<file path="src/rtl/reg_op_pkg.sv">
// Shared encodings and defaults for the register operation scheduler.
// The control codes describe the 4-bit shift/parity register being shared.
package reg_op_pkg;

  localparam int DEF_WIDTH  = 4;
  localparam int DEF_CTRL_W = 3;
  localparam int DEF_CNT_W  = 3;

  localparam logic [2:0] CTRL_HOLD = 3'b000;
  localparam logic [2:0] CTRL_LOAD = 3'b001;
  localparam logic [2:0] CTRL_SHL  = 3'b010;  // shift left, data_in[0] enters at bit 0
  localparam logic [2:0] CTRL_SHR  = 3'b011;  // shift right, data_in[MSB] enters at the top
  localparam logic [2:0] CTRL_ROL  = 3'b100;
  localparam logic [2:0] CTRL_ROR  = 3'b101;
  localparam logic [2:0] CTRL_PAR  = 3'b110;  // shift left with parity of contents as feedback
  localparam logic [2:0] CTRL_XOR  = 3'b111;

  typedef enum logic [1:0] {
    IDLE  = 2'd0,
    ISSUE = 2'd1,
    WAIT  = 2'd2
  } state_t;

endpackage

</file>
<file path="src/rtl/rr_arbiter.sv">
// Round-robin arbiter: search starts one past the last granted requester,
// pointer moves only when the owner signals an accepted grant via advance.
module rr_arbiter #(
  parameter int NREQ = 2,
  localparam int IDX_W = $clog2(NREQ)
) (
  input  logic             clk,
  input  logic             rst_n,
  input  logic [NREQ-1:0]  req,
  input  logic             advance,
  output logic [NREQ-1:0]  grant,
  output logic [IDX_W-1:0] grant_idx
);

  logic [IDX_W-1:0] last_q;
  logic [IDX_W:0]   cand;
  logic [IDX_W-1:0] idx;
  logic             found;

  always_comb begin
    grant     = '0;
    grant_idx = '0;
    found     = 1'b0;
    cand      = '0;
    idx       = '0;
    for (int k = 0; k < NREQ; k++) begin
      // last+1+k never exceeds 2*NREQ-1, so one wrap subtraction is enough
      cand = {1'b0, last_q} + (IDX_W+1)'(k + 1);
      if (cand >= (IDX_W+1)'(NREQ)) cand = cand - (IDX_W+1)'(NREQ);
      idx = cand[IDX_W-1:0];
      if (!found && req[idx]) begin
        found      = 1'b1;
        grant[idx] = 1'b1;
        grant_idx  = idx;
      end
    end
  end

  // Reset value NREQ-1 makes requester 0 the first in line.
  always_ff @(posedge clk or negedge rst_n) begin
    if (!rst_n) begin
      last_q <= IDX_W'(NREQ - 1);
    end else if (advance && found) begin
      last_q <= grant_idx;
    end
  end

endmodule

</file>
<file path="src/rtl/reg_op_scheduler.sv">
// Shares one control-driven shift/parity register between NREQ requesters:
// grants round-robin, drives op/data for count+1 cycles, returns the result.
module reg_op_scheduler
  import reg_op_pkg::*;
#(
  parameter int WIDTH  = DEF_WIDTH,
  parameter int CTRL_W = DEF_CTRL_W,
  parameter int NREQ   = 2,
  parameter int CNT_W  = DEF_CNT_W,
  localparam int ID_W  = $clog2(NREQ)
) (
  input  logic                   rst_n,
  input  logic                   clk,
  input  logic [NREQ-1:0]        req_valid,
  output logic [NREQ-1:0]        req_ready,
  input  logic [NREQ*CTRL_W-1:0] req_control,
  input  logic [NREQ*WIDTH-1:0]  req_data,
  input  logic [NREQ*CNT_W-1:0]  req_count,
  output logic                   rsp_valid,
  output logic [ID_W-1:0]        rsp_id,
  output logic [WIDTH-1:0]       rsp_data,
  output logic [CTRL_W-1:0]      reg_control,
  output logic [WIDTH-1:0]       reg_data_in,
  input  logic [WIDTH-1:0]       reg_data_out,
  output state_t                 dbg_state
);

  localparam logic [CTRL_W-1:0] HOLD = CTRL_W'(CTRL_HOLD);

  // Handshake: a request transfers on a cycle where req_valid[i] and
  // req_ready[i] are both high; req_ready is only ever set in IDLE, for the
  // round-robin winner. Responses are single-cycle pulses with no backpressure.

  state_t            state_q, state_d;
  logic [CTRL_W-1:0] ctrl_d;
  logic [WIDTH-1:0]  din_d;
  logic [CNT_W-1:0]  rem_q, rem_d;
  logic [ID_W-1:0]   id_q, id_d;
  logic              rsp_valid_d;
  logic [ID_W-1:0]   rsp_id_d;
  logic [WIDTH-1:0]  rsp_data_d;

  logic [NREQ-1:0]   grant;
  logic [ID_W-1:0]   grant_idx;
  logic              advance;

  logic [CTRL_W-1:0] ctl_a [NREQ];
  logic [WIDTH-1:0]  dat_a [NREQ];
  logic [CNT_W-1:0]  cnt_a [NREQ];

  always_comb begin
    for (int i = 0; i < NREQ; i++) begin
      ctl_a[i] = req_control[i*CTRL_W +: CTRL_W];
      dat_a[i] = req_data[i*WIDTH +: WIDTH];
      cnt_a[i] = req_count[i*CNT_W +: CNT_W];
    end
  end

  assign advance   = (state_q == IDLE) && (|req_valid);
  assign req_ready = (state_q == IDLE) ? grant : '0;
  assign dbg_state = state_q;

  rr_arbiter #(
    .NREQ (NREQ)
  ) u_arb (
    .clk       (clk),
    .rst_n     (rst_n),
    .req       (req_valid),
    .advance   (advance),
    .grant     (grant),
    .grant_idx (grant_idx)
  );

  always_comb begin
    state_d     = state_q;
    ctrl_d      = reg_control;
    din_d       = reg_data_in;
    rem_d       = rem_q;
    id_d        = id_q;
    rsp_valid_d = 1'b0;
    rsp_id_d    = rsp_id;
    rsp_data_d  = rsp_data;
    case (state_q)
      IDLE: begin
        if (advance) begin
          ctrl_d  = ctl_a[grant_idx];
          din_d   = dat_a[grant_idx];
          rem_d   = cnt_a[grant_idx];
          id_d    = grant_idx;
          state_d = ISSUE;
        end
      end
      ISSUE: begin
        if (rem_q != '0) begin
          rem_d = rem_q - CNT_W'(1);
        end else begin
          ctrl_d  = HOLD;
          state_d = WAIT;
        end
      end
      WAIT: begin
        // Register has taken its last step; data_out is final here.
        rsp_valid_d = 1'b1;
        rsp_id_d    = id_q;
        rsp_data_d  = reg_data_out;
        state_d     = IDLE;
      end
      default: begin
        ctrl_d  = HOLD;
        state_d = IDLE;
      end
    endcase
  end

  always_ff @(posedge clk or negedge rst_n) begin
    if (!rst_n) begin
      state_q     <= IDLE;
      reg_control <= HOLD;
      reg_data_in <= '0;
      rem_q       <= '0;
      id_q        <= '0;
      rsp_valid   <= 1'b0;
      rsp_id      <= '0;
      rsp_data    <= '0;
    end else begin
      state_q     <= state_d;
      reg_control <= ctrl_d;
      reg_data_in <= din_d;
      rem_q       <= rem_d;
      id_q        <= id_d;
      rsp_valid   <= rsp_valid_d;
      rsp_id      <= rsp_id_d;
      rsp_data    <= rsp_data_d;
    end
  end

endmodule

</file>
<file path="config.mk">
export PLATFORM = sky130hd
export DESIGN_NAME = reg_op_scheduler
export DESIGN_NICKNAME = d
export VERILOG_FILES = /design/src/rtl/reg_op_pkg.sv /design/src/rtl/rr_arbiter.sv /design/src/rtl/reg_op_scheduler.sv
export SDC_FILE = /design/constraint.sdc
export NUM_CORES = 1
export LEC_CHECK = 0
export CELL_PAD_IN_SITES_DETAIL_PLACEMENT = 1
export CELL_PAD_IN_SITES_GLOBAL_PLACEMENT = 2
export CORE_ASPECT_RATIO = 0.9
export CORE_MARGIN = 10
export CORE_UTILIZATION = 21
export CTS_CLUSTER_SIZE = 30
export DETAILED_ROUTE_END_ITERATION = 8
export GPL_TIMING_DRIVEN = 0
export PLACE_DENSITY = 0.7
export SYNTH_ARGS = -nofsm -noshare
export SYNTH_HDL_FRONTEND = slang
export SYNTH_SLANG_ARGS = --single-unit
</file>
<file path="constraint.sdc">
create_clock -name clk -period 1.7 [get_ports clk]
set_clock_uncertainty 0.2 [all_clocks]
set_input_delay 0.255 -clock clk [delete_from_list [all_inputs] [get_ports clk]]
set_output_delay 0.255 -clock clk [all_outputs]
set_load 0.01 [all_outputs]
</file>
# Word-level counts from Yosys, hierarchy flattened
# Cells that the tools add are included.
dict set report totals {
  inputBits 28
  ff_bits 20
}
dict set report classes {
  n_eq_ne 5
  n_mux 36
  n_reduce_logical 14
  add_sub_neg 5
  n_bitwise 3
  magnitude_cmp 7
}
# operator n
set op_table {}
lappend op_table {{3-bit 2-to-1 mux} 10}
lappend op_table {{1-bit 2-to-1 mux} 13}
lappend op_table {{4-bit 2-to-1 mux} 3}
lappend op_table {{2-bit 2-to-1 mux} 5}
lappend op_table {{3-bit case mux with 3 select lines} 1}
lappend op_table {{2-bit greater-or-equal comparator (second input constant)} 3}
lappend op_table {{3-bit case mux with 2 select lines} 1}
lappend op_table {{3-bit AND reduction} 2}
lappend op_table {{1-bit logical AND} 5}
lappend op_table {{1-bit by 2-bit < comparator with 1-bit output (second input constant)} 2}
lappend op_table {{2-bit inequality test (second input constant)} 2}
lappend op_table {{2-bit case mux with 2 select lines} 1}
lappend op_table {{2-bit AND reduction} 2}
lappend op_table {{3-bit nonzero test} 1}
lappend op_table {{3-bit by 1-bit subtractor with 3-bit output (second input constant)} 1}
lappend op_table {{1-bit by 1-bit adder with 2-bit output (second input constant)} 1}
lappend op_table {{1-bit by 2-bit adder with 2-bit output (second input constant)} 1}
lappend op_table {{1-bit demux with 1-bit select} 2}
lappend op_table {{2-bit by 1-bit == test with 1-bit output (second input constant)} 1}
lappend op_table {{2-bit == test (second input constant)} 1}
lappend op_table {{1-bit greater-or-equal comparator (second input constant)} 2}
lappend op_table {{2-bit logical NOT} 1}
lappend op_table {{2-bit by 1-bit inequality test with 1-bit output (second input constant)} 1}
lappend op_table {{1-bit inverter with 2-bit output} 1}
lappend op_table {{other kinds (6)} 7}

# Logic depth before layout (Yosys ltp)
# Gate-level depths: netlist of the first run.
dict set report logic_depth {
  word_depth 15
  mapped_depth 6
  mapped_depth_nobuf 6
}

# Cells and area by module
# Synthesis of the first run repeated with hierarchy kept, for this count alone.
dict set report hier_totals {
  cells_unflattened 84
  hier_area_um2 1064.8
}
# mod area_per_inst_um2 cells_each n_inst seq_area_each_um2
set by_module_without_submodules {}
lappend by_module_without_submodules {reg_op_scheduler 1001.0 77 1 475.5}
lappend by_module_without_submodules {rr_arbiter 63.8 7 1 26.3}

# Least setup slack after synthesis of the first run
# No wires, ideal clock.
dict set report synth_path {
  path_kind {register to register}
  start {register rem_q[0]}
  end {register rem_q[2]}
  t_arrival_ns 1.473
  setup_slack_ns -0.040
  stages_incl_launch_ff 7
  n_path_buf 0
  setup_ns 0.067
  cell_sequence {dfrtp_1 inv_1 ha_1 ha_1 or3b_1 a21oi_1 a32o_1}
}
dict set report synth_via {
  elab_chain_cells 3
  word_cells_on_any_way 6
}
# element line_no
set synth_rtl {}
lappend synth_rtl {{start, declared} reg_op_scheduler.sv:37} ;# logic [CNT_W-1:0] rem_q, rem_d;
lappend synth_rtl {{start signal, assigned} reg_op_scheduler.sv:129} ;# rem_q <= rem_d;
lappend synth_rtl {{3-bit by 1-bit subtractor with 3-bit output or 3-bit nonzero test (tied branches)} {reg_op_scheduler.sv:95, reg_op_scheduler.sv:94}}
lappend synth_rtl {{3-bit 2-to-1 mux or 2-bit inequality test (tied branches)} n/a}
lappend synth_rtl {{3-bit case mux with 2 select lines or 3-bit AND reduction (tied branches)} n/a}
# Several ways; a longest one is shown, not always the timed one. The select of a mux whose other input is x is not followed.
# A chain may end at the register's enable or synchronous reset.

# Worst setup path in the final report of the first run
dict set report layout_path {
  start {register rem_q[1]}
  end {register rem_q[2]}
}
# The elaborated chain is that of the path after synthesis.

==> flow_results.org, run 1 <==
** Worst setup path
- The worst setup path is captured at a flop.
- Launching element type of the critical path :: flop
- For this run, the slowest stage of the critical path takes 0.38 ns.
- Among all stages on the critical path, the largest delay is contributed by sky130_fd_sc_hd__dfrtp_1.
- For the worst setup path, the data arrival time is 1.73 ns.
- Of all nets on the critical path, the largest fanout is 2.
- Start-to-end type of the worst setup path :: flop to flop
- CP required :: 1.70 ns
- The critical path goes through inv_1 -> ha_2 -> ha_4 -> or3b_1 -> a21oi_2 -> a32o_1.

** Placed design
- The wire-length estimate of the detail-placed layout is 2370 um.
- Input/output buffers :: 44
- The congestion estimate from routability-driven global placement came to 0.715.

** Clocking
- Clock latency reported for the late side of the worst-skew pair :: 0.26 ns
- Buffers inserted to repair hold after CTS numbered 0.
- CTS H-tree lvls :: 1
- The tree is rooted in a sky130_fd_sc_hd__clkbuf_8.
- TritonCTS clock tree :: built
- Total clock buffers created by CTS :: 3
- Max clock buf depth :: 2
- Sink Count :: 20
- After clock tree synthesis, the clock-pin slew on the worst setup and hold paths is 0.07 ns.

** Detailed routing
- After detailed routing, the number of vias per cell comes to 4.24.
- The first routing iteration left 30 violations.
- Overall routed net length :: 3070 um
- The detail route stage leaves a number of antenna-violating nets equal to 0.
- After detailed routing, the average wire length per cell comes to 14.6 um.
- Drc violations :: 0
- The routed layout has 891 vias.
- Initial DRT Pass Iterations :: 4

** Pwr
- Psw :: 979 uW
- Summed over all cells, the static leakage comes to 0.726 nW.
- Across the VDD grid, the largest voltage drop is 0.412 mV.
- Of the total power, the share spent switching nets is 34.2%.
- Power spread over the standard cell area amounts to 1710 nW/um2.
- Of the total power, the clock network draws 16.9%.
- Internal power comes to 1.88 mW.
- Fraction of power consumed by combinational cells :: 53.4%
- Reg power frac :: 29.7%
- Tot Pwr :: 2.86 mW

** STA
- Count of endpoints failing setup in the final report :: 1
- Worst hold slack after final layout :: 0.294 ns
- Hold violation total from the final report :: 0
- Max_slew headroom :: 39.0%
- In the finished design, the share of the clock period the worst path needs comes to 101%.
- After layout, the worst setup slack is -0.0235 ns.
- RSZ-0062 raised after global routing :: yes
- At the pin with the least slew margin, the transition time is 0.913 ns.
- Top achievable clock speed :: 580 MHz
- Minimum period implied by the final worst setup slack :: 1.72 ns
- After routing, the total negative slack on setup checks comes to -0.0235 ns.
- Max-slew violation total from the final report :: 0

** Floorplanning
- The floorplan step set the die height to 85.2 um.
- The total area inside the core boundary comes to 4520 um2.
- Die footprint :: 7880 um2
- 45 I/O pins were placed.
- In this run the core area contains 23 standard-cell rows.
- Once the floorplan was initialized, standard cells occupied 22.0% of the core.
- Width of the die :: 92.5 um

** Layout
- In the final layout, the share of cells above drive strength 1 is 25.0%.
- Number of nets in the layout :: 179
- Fill cell total of the finished layout :: 535
- Number of antenna repair diodes :: 0
- The library cells used most frequently in the layout, excluding fill and tap cells, are sky130_fd_sc_hd__clkdlybuf4s50_1, sky130_fd_sc_hd__dfrtp_1, sky130_fd_sc_hd__buf_4.
- Compared with the post-synthesis result, the final layout area differs by 69.1%.
- The library cell used most frequently in the layout, excluding fill and tap cells, is sky130_fd_sc_hd__clkdlybuf4s50_1.

** Status
- Run status :: complete, but fails checks
- The checks that failed: setup timing.

** Synth
- Sequential cell area fraction in the yosys report :: 50.6%
- Number of cells produced by synthesis :: 92
- Avg Synthesized Cell Area :: 10.8 um2
- Warning count from the yosys run :: 0
- Flops & latches, synth :: 20
- Number of distinct library cell variants in the gate-level netlist after synthesis :: 29
- Syn Nets :: 122
- Combined area of all synthesized cells :: 992 um2

** Global routing
- Overall overflow remaining after global route :: 0
- Global routing consumed, over all layers together, 8.18% of the routing resources.
- The first global-routing pass estimated 5130 um of wire.
- The initial antenna violation count is 0.
- Vias in the first global route :: 1031
- Pin count of the biggest net entering global routing :: 21

** Worst hold path
- The worst hold path belongs to the class flop to flop.

** Run
- Number of maximum-capacitance constraint violations :: 0
==> area by class of cell <==
| cell class | instances | area (um2) | share of cell area, % |
|---|---|---|---|
| clock inverter | 1 | 30.0 | 1.79 |
| inverter | 9 | 33.8 | 2.01 |
| timing repair buffer | 53 | 499 | 29.8 |
| clock buffer | 3 | 41.3 | 2.46 |
| multi-input combinational | 59 | 470 | 28.0 |
| tap | 62 | 77.6 | 4.62 |
| sequential | 20 | 504 | 30.1 |
| buffer | 3 | 21.3 | 1.27 |
==> flip-flops by register name (all words and copies together), names as in the netlist <==
register and cells:
rsp_id 1, rsp_valid 1, rsp_data 4, dbg_state 2, rem_q 3, id_q 1
reg_data_in 4, u_arb.last_q 1, reg_control 3
==> layer usage <==
metal / vias up / track usage (%) / share of wire (%)
li1: 438 / - / -
met1: 416 / 9.28 / 42
met2: 33 / 12.8 / 45
met3: 4 / 4.14 / 12
met4: 0 / 3.36 / 1.9
met5: - / 0 / 0
==> critical path: cells and delay by family (launching register included) <==
kind / cells / cell delay, ns
and+or+nand+nor: 1 / 0.36
DFF: 1 / 0.38
buffers and inverters: 1 / 0.07
AOI/OAI and AO/OA: 2 / 0.29
adders and majority gates: 2 / 0.37
==> path summary, 6_finish.rpt <==
check                         start        endpoint  slack [ns]  cells after the start
min in group asynchronous     rst_n  reg_data_in[2]        0.30                      1
min                            id_q            id_q        0.29                      1
max in group asynchronous     rst_n    dbg_state[1]        0.38                      1
max reg2reg                rem_q[1]        rem_q[2]       -0.02                      6
max                        rem_q[1]        rem_q[2]       -0.02                      6
min reg2reg                    id_q            id_q        0.29                      1
==> power groups by stage <==
stage	clock (mW)	combinational, mW	sequential, mW
floorplan	0	0.659	0.907
global placement	0	1.28	0.847
detailed placement	0	1.32	0.857
CTS	0.498	1.52	0.843
global route	0.509	1.71	0.882
finish	0.484	1.53	0.851
==> Yosys cell counts <==
cell type | instances | area, um2
sky130_fd_sc_hd__a211o_1 | 1 | 8.76
sky130_fd_sc_hd__a21boi_2 | 1 | 11.3
sky130_fd_sc_hd__a21o_1 | 1 | 7.51
sky130_fd_sc_hd__a21oi_1 | 5 | 25.0
sky130_fd_sc_hd__a31oi_1 | 1 | 6.26
sky130_fd_sc_hd__a32o_1 | 2 | 20.0
sky130_fd_sc_hd__and2_2 | 1 | 7.51
sky130_fd_sc_hd__buf_2 | 1 | 5.00
sky130_fd_sc_hd__buf_4 | 1 | 7.51
sky130_fd_sc_hd__buf_6 | 1 | 11.3
sky130_fd_sc_hd__clkbuf_1 | 1 | 3.75
sky130_fd_sc_hd__dfrtp_1 | 19 | 475
sky130_fd_sc_hd__dfstp_2 | 1 | 26.3
sky130_fd_sc_hd__ha_1 | 2 | 25.0
sky130_fd_sc_hd__inv_1 | 9 | 33.8
sky130_fd_sc_hd__mux2_2 | 5 | 56.3
sky130_fd_sc_hd__mux2i_1 | 8 | 80.1
sky130_fd_sc_hd__nand2_1 | 4 | 15.0
sky130_fd_sc_hd__nor2_1 | 4 | 15.0
sky130_fd_sc_hd__nor2b_1 | 1 | 6.26
sky130_fd_sc_hd__nor3_1 | 2 | 10.0
sky130_fd_sc_hd__o21ai_0 | 7 | 35.0
sky130_fd_sc_hd__o21ai_1 | 4 | 20.0
sky130_fd_sc_hd__o21ai_2 | 1 | 8.76
sky130_fd_sc_hd__o21bai_1 | 1 | 7.51
sky130_fd_sc_hd__o221ai_2 | 1 | 15.0
sky130_fd_sc_hd__o22ai_1 | 3 | 18.8
sky130_fd_sc_hd__or3_1 | 2 | 12.5
sky130_fd_sc_hd__or3b_1 | 2 | 17.5
==> timing repair <==
action,CTS,global route
hold endpoints to repair,0,0
pin swaps,3,5
endpoints found under the setup margin,13,5
resized for setup,24,5
setup buffers,7,2
==> stage by stage <==
stage	cell area, um2	instances	setup slack, ns	utilization, %
after floorplan	995	92	0.00488	-
after global placement	1510	198	-0.626	33.5
after detailed placement	1510	198	-0.635	33.5
after CTS	1670	209	-0.0429	36.9
after global routing	1680	210	-0.0755	37.1
final	1680	210	-0.0235	37.1
==> cell families after synthesis <==
family	Yosys count	synth area share, %
buffers and inverters	13	6.18
multiplexers	13	13.7
flip-flops	20	50.6
adder cells (fa/ha/maj)	2	2.52
AND/OR/NAND/NOR	16	8.45
AO/OA/AOI/OAI	28	18.5
Note: power is estimated with default switching activity, not from simulation.
==> run 2, diff against run 1 <==
CORE_ASPECT_RATIO = 1.2   (was 0.9)
==> run 2 against run 1 <==
Net effect: the flow still finishes with violations (setup timing); total power is 3.1% higher; flip-flop and latch count stayed put; setup slack worse by 0.045 ns; maximum frequency is 2.5% lower; register-to-register slack worse by 0.04 ns; utilization is 0.15 points lower; global-route usage is 0.71 points higher; critical path type unchanged.
==> flow_results.org, run 2 (synthesized netlist as in run 1, its figures left out) <==
** Pwr
- Leakage power :: 0.734 nW
- Power comes to 2.95 mW.
- Peak VDD IR :: 0.549 mV
- Power per standard cell area :: 1740 nW/um2

** Floorplanning
- The initialized floorplan defines 27 standard-cell rows.
- Starting Density :: 21.6%
- The die covers 7890 um2.
- Width of the die :: 82.7 um
- The core region is 4590 um2.
- In this run the vertical extent of the chip is 95.3 um.
- Number of placed I/O pins :: 45

** Placed design
- Input/output buffers :: 44
- Half-perimeter wire length after placement :: 2500 um
- Routability congestion estimate from global placement :: 0.727
- OpenSTA, run right after detailed placement, puts the worst setup slack at -0.600 ns.

** Layout
- Most used cells in the layout excluding fill and tap cells :: sky130_fd_sc_hd__clkdlybuf4s50_1, sky130_fd_sc_hd__dfrtp_1, sky130_fd_sc_hd__buf_4
- Leaving out fill and tap cells, the most frequent cell in the layout is sky130_fd_sc_hd__clkdlybuf4s50_1.
- In the final layout, the share of cells above drive strength 1 is 26.2%.
- Summing all multi-input logic gate instances after layout gives 484 um2.
- 0 antenna diodes ended up in the layout.
- Largest registers :: reg_data_in: 4 flops, rsp_data: 4 flops
- Fill cell total of the finished layout :: 533
- Total area of sequential cells :: 503 um2
- Number of nets in the layout :: 180
- Area growth, synth to finish :: 71.2%

** STA
- Setup repair after global routing could not meet its margin everywhere.
- The number of failing hold endpoints at the final stage was 0.
- In the post-route analysis, the smallest setup slack over all paths is -0.0684 ns.
- Static timing analysis puts the maximum clock frequency at 565 MHz.
- Measured against its own limit, the worst slew margin works out to 36.7%.
- The final max-slew violation count came to 0.
- Dividing the final minimum period by the clock period gives 104%.
- The worst path in the final design needs a cycle of 1.77 ns, including I/O delays and setup.
- Setup violations remaining at the end of the flow were counted as 2.
- At the pin with the least slew margin, the transition time is 0.947 ns.

** Worst hold path
- Hold crit path type :: flop to flop

** Clocking
- CTS H-tree lvls :: 1
- TritonCTS clock tree :: built
- Root Buffer :: sky130_fd_sc_hd__clkbuf_8
- Counting the buffers created by CTS gives 3.
- Max clock buf depth :: 2
- Sink Count :: 20
- Clock latency reported for the late side of the worst-skew pair :: 0.26 ns
- Clock-pin slew on the worst setup and hold paths :: 0.08 ns

** Run
- Number of maximum-capacitance constraint violations :: 0

** Global routing
- For this run the aggregate overflow at the end of global routing stands at 0.
- Pin count of the biggest net entering global routing :: 21
- Global-route wire length before repair :: 5460 um
- The initial antenna violation count came to 0.
- Vias in the first global route :: 1090
- For this run, the total global-route usage over all layers was measured as 8.88%.

** Detailed routing
- In this run the remaining antenna-violating nets after routing total 0.
- After detailed routing, the average wire length per cell comes to 16.2 um.
- Drc violations :: 0
- Overall routed net length :: 3340 um
- The first routing iteration left 11 violations.
- Initial DRT Pass Iterations :: 3
- Via count :: 919
- Average vias per placed instance :: 4.44

** Worst setup path
- Grouping stages by cell kind, the critical path spends the most delay in flip-flops.
- Sum of buffers and inverters on the critical path :: 1
- STA puts the critical path data arrival time at 1.77 ns.
- CP required :: 1.70 ns
- CP endpoint kind :: flop
- Highest-delay cell along the critical path :: sky130_fd_sc_hd__dfrtp_1
- STA classifies the critical path startpoint as a flop.
- Cell seen most often among critical-path stages :: sky130_fd_sc_hd__ha_4
- Of all nets on the critical path, the largest fanout is 2.
- In this design, the stage delay of the slowest critical-path cell is 0.39 ns.
- The critical path is of the flop to flop type.
- Worst path cell trace :: inv_2 -> ha_4 -> ha_4 -> or3b_4 -> a21oi_2 -> a32o_2

** Status
- The run finished, with violations left.
- The checks that failed: setup timing.
-- run 2: changes by cell type in the layout (fill, tap and decap cells not counted), sizes merged --
cell	change
dlygate4sd2	-1
buf	+1
clkdlybuf4s15	+1
-- run 2: stage by stage --
step                      hold WS [ns]  cell area (um2)  util (%)  instances  TNS (ns)
after floorplan                 -0.241              995         -         92         0
after global placement           0.260             1510      32.8        194     -3.61
after global routing             0.316             1700      37.0        207    -0.502
final                            0.283             1700      37.0        207   -0.0882
after CTS                        0.290             1640      35.7        203    -0.151
after detailed placement         0.271             1510      32.8        194     -4.04
-- run 2: timing repair --
action	CTS	global route
endpoints found under the setup margin	11	7
gates cloned	0	0
pin swaps	6	6
hold buffers	0	0
buffers inserted	5	4
resized for setup	21	11
-- run 2: path summary, 6_finish.rpt --
kind / start / endpoint / slack [ns] / depth (start not counted)
min in group asynchronous: rst_n / rem_q[1] / 0.32 / 1
max in group asynchronous: rst_n / dbg_state[1] / 0.34 / 1
worst min-delay path: id_q / id_q / 0.28 / 1
worst min register to register: id_q / id_q / 0.28 / 1
worst max register to register: rem_q[0] / rem_q[2] / -0.07 / 6
worst max-delay path: rem_q[0] / rem_q[2] / -0.07 / 6
-- run 2: report_power, final --
| group | switching [mW] | leakage, nW | internal, mW | total, mW |
|---|---|---|---|---|
| clock | 0.163 | 0.0357 | 0.314 | 0.477 |
| sequential | 0.151 | 0.246 | 0.710 | 0.861 |
| combinational | 0.701 | 0.452 | 0.912 | 1.61 |
-- run 2: layer usage --
layer  global-route usage, %  vias up  part of all wire [%]
li1                        -      439                     -
met1                    8.89      449                    37
met2                    16.5       25                    54
met3                    1.69        6                   5.5
met4                    4.89        0                   2.6
met5                       0        -                     0
-- run 2: layout make-up --
cell class                      instances  share of cell area [%]
Timing Repair Buffer                   53                    29.5
Tap cell                               58                    4.27
Sequential cell                        20                    29.6
Buffer                                  4                    1.99
Clock inverter                          1                    1.77
Inverter                                9                    1.99
Multi-Input combinational cell         59                    28.5
Clock buffer                            3                    2.43
-- run 2: worst register-to-register path, cell delays in order, from the launching register on --
cell and delay (ns):
sky130_fd_sc_hd__dfrtp_1 0.39, sky130_fd_sc_hd__inv_2 0.06, sky130_fd_sc_hd__ha_4 0.16, sky130_fd_sc_hd__ha_4 0.23, sky130_fd_sc_hd__or3b_4 0.37, sky130_fd_sc_hd__a21oi_2 0.13, sky130_fd_sc_hd__a32o_2 0.18
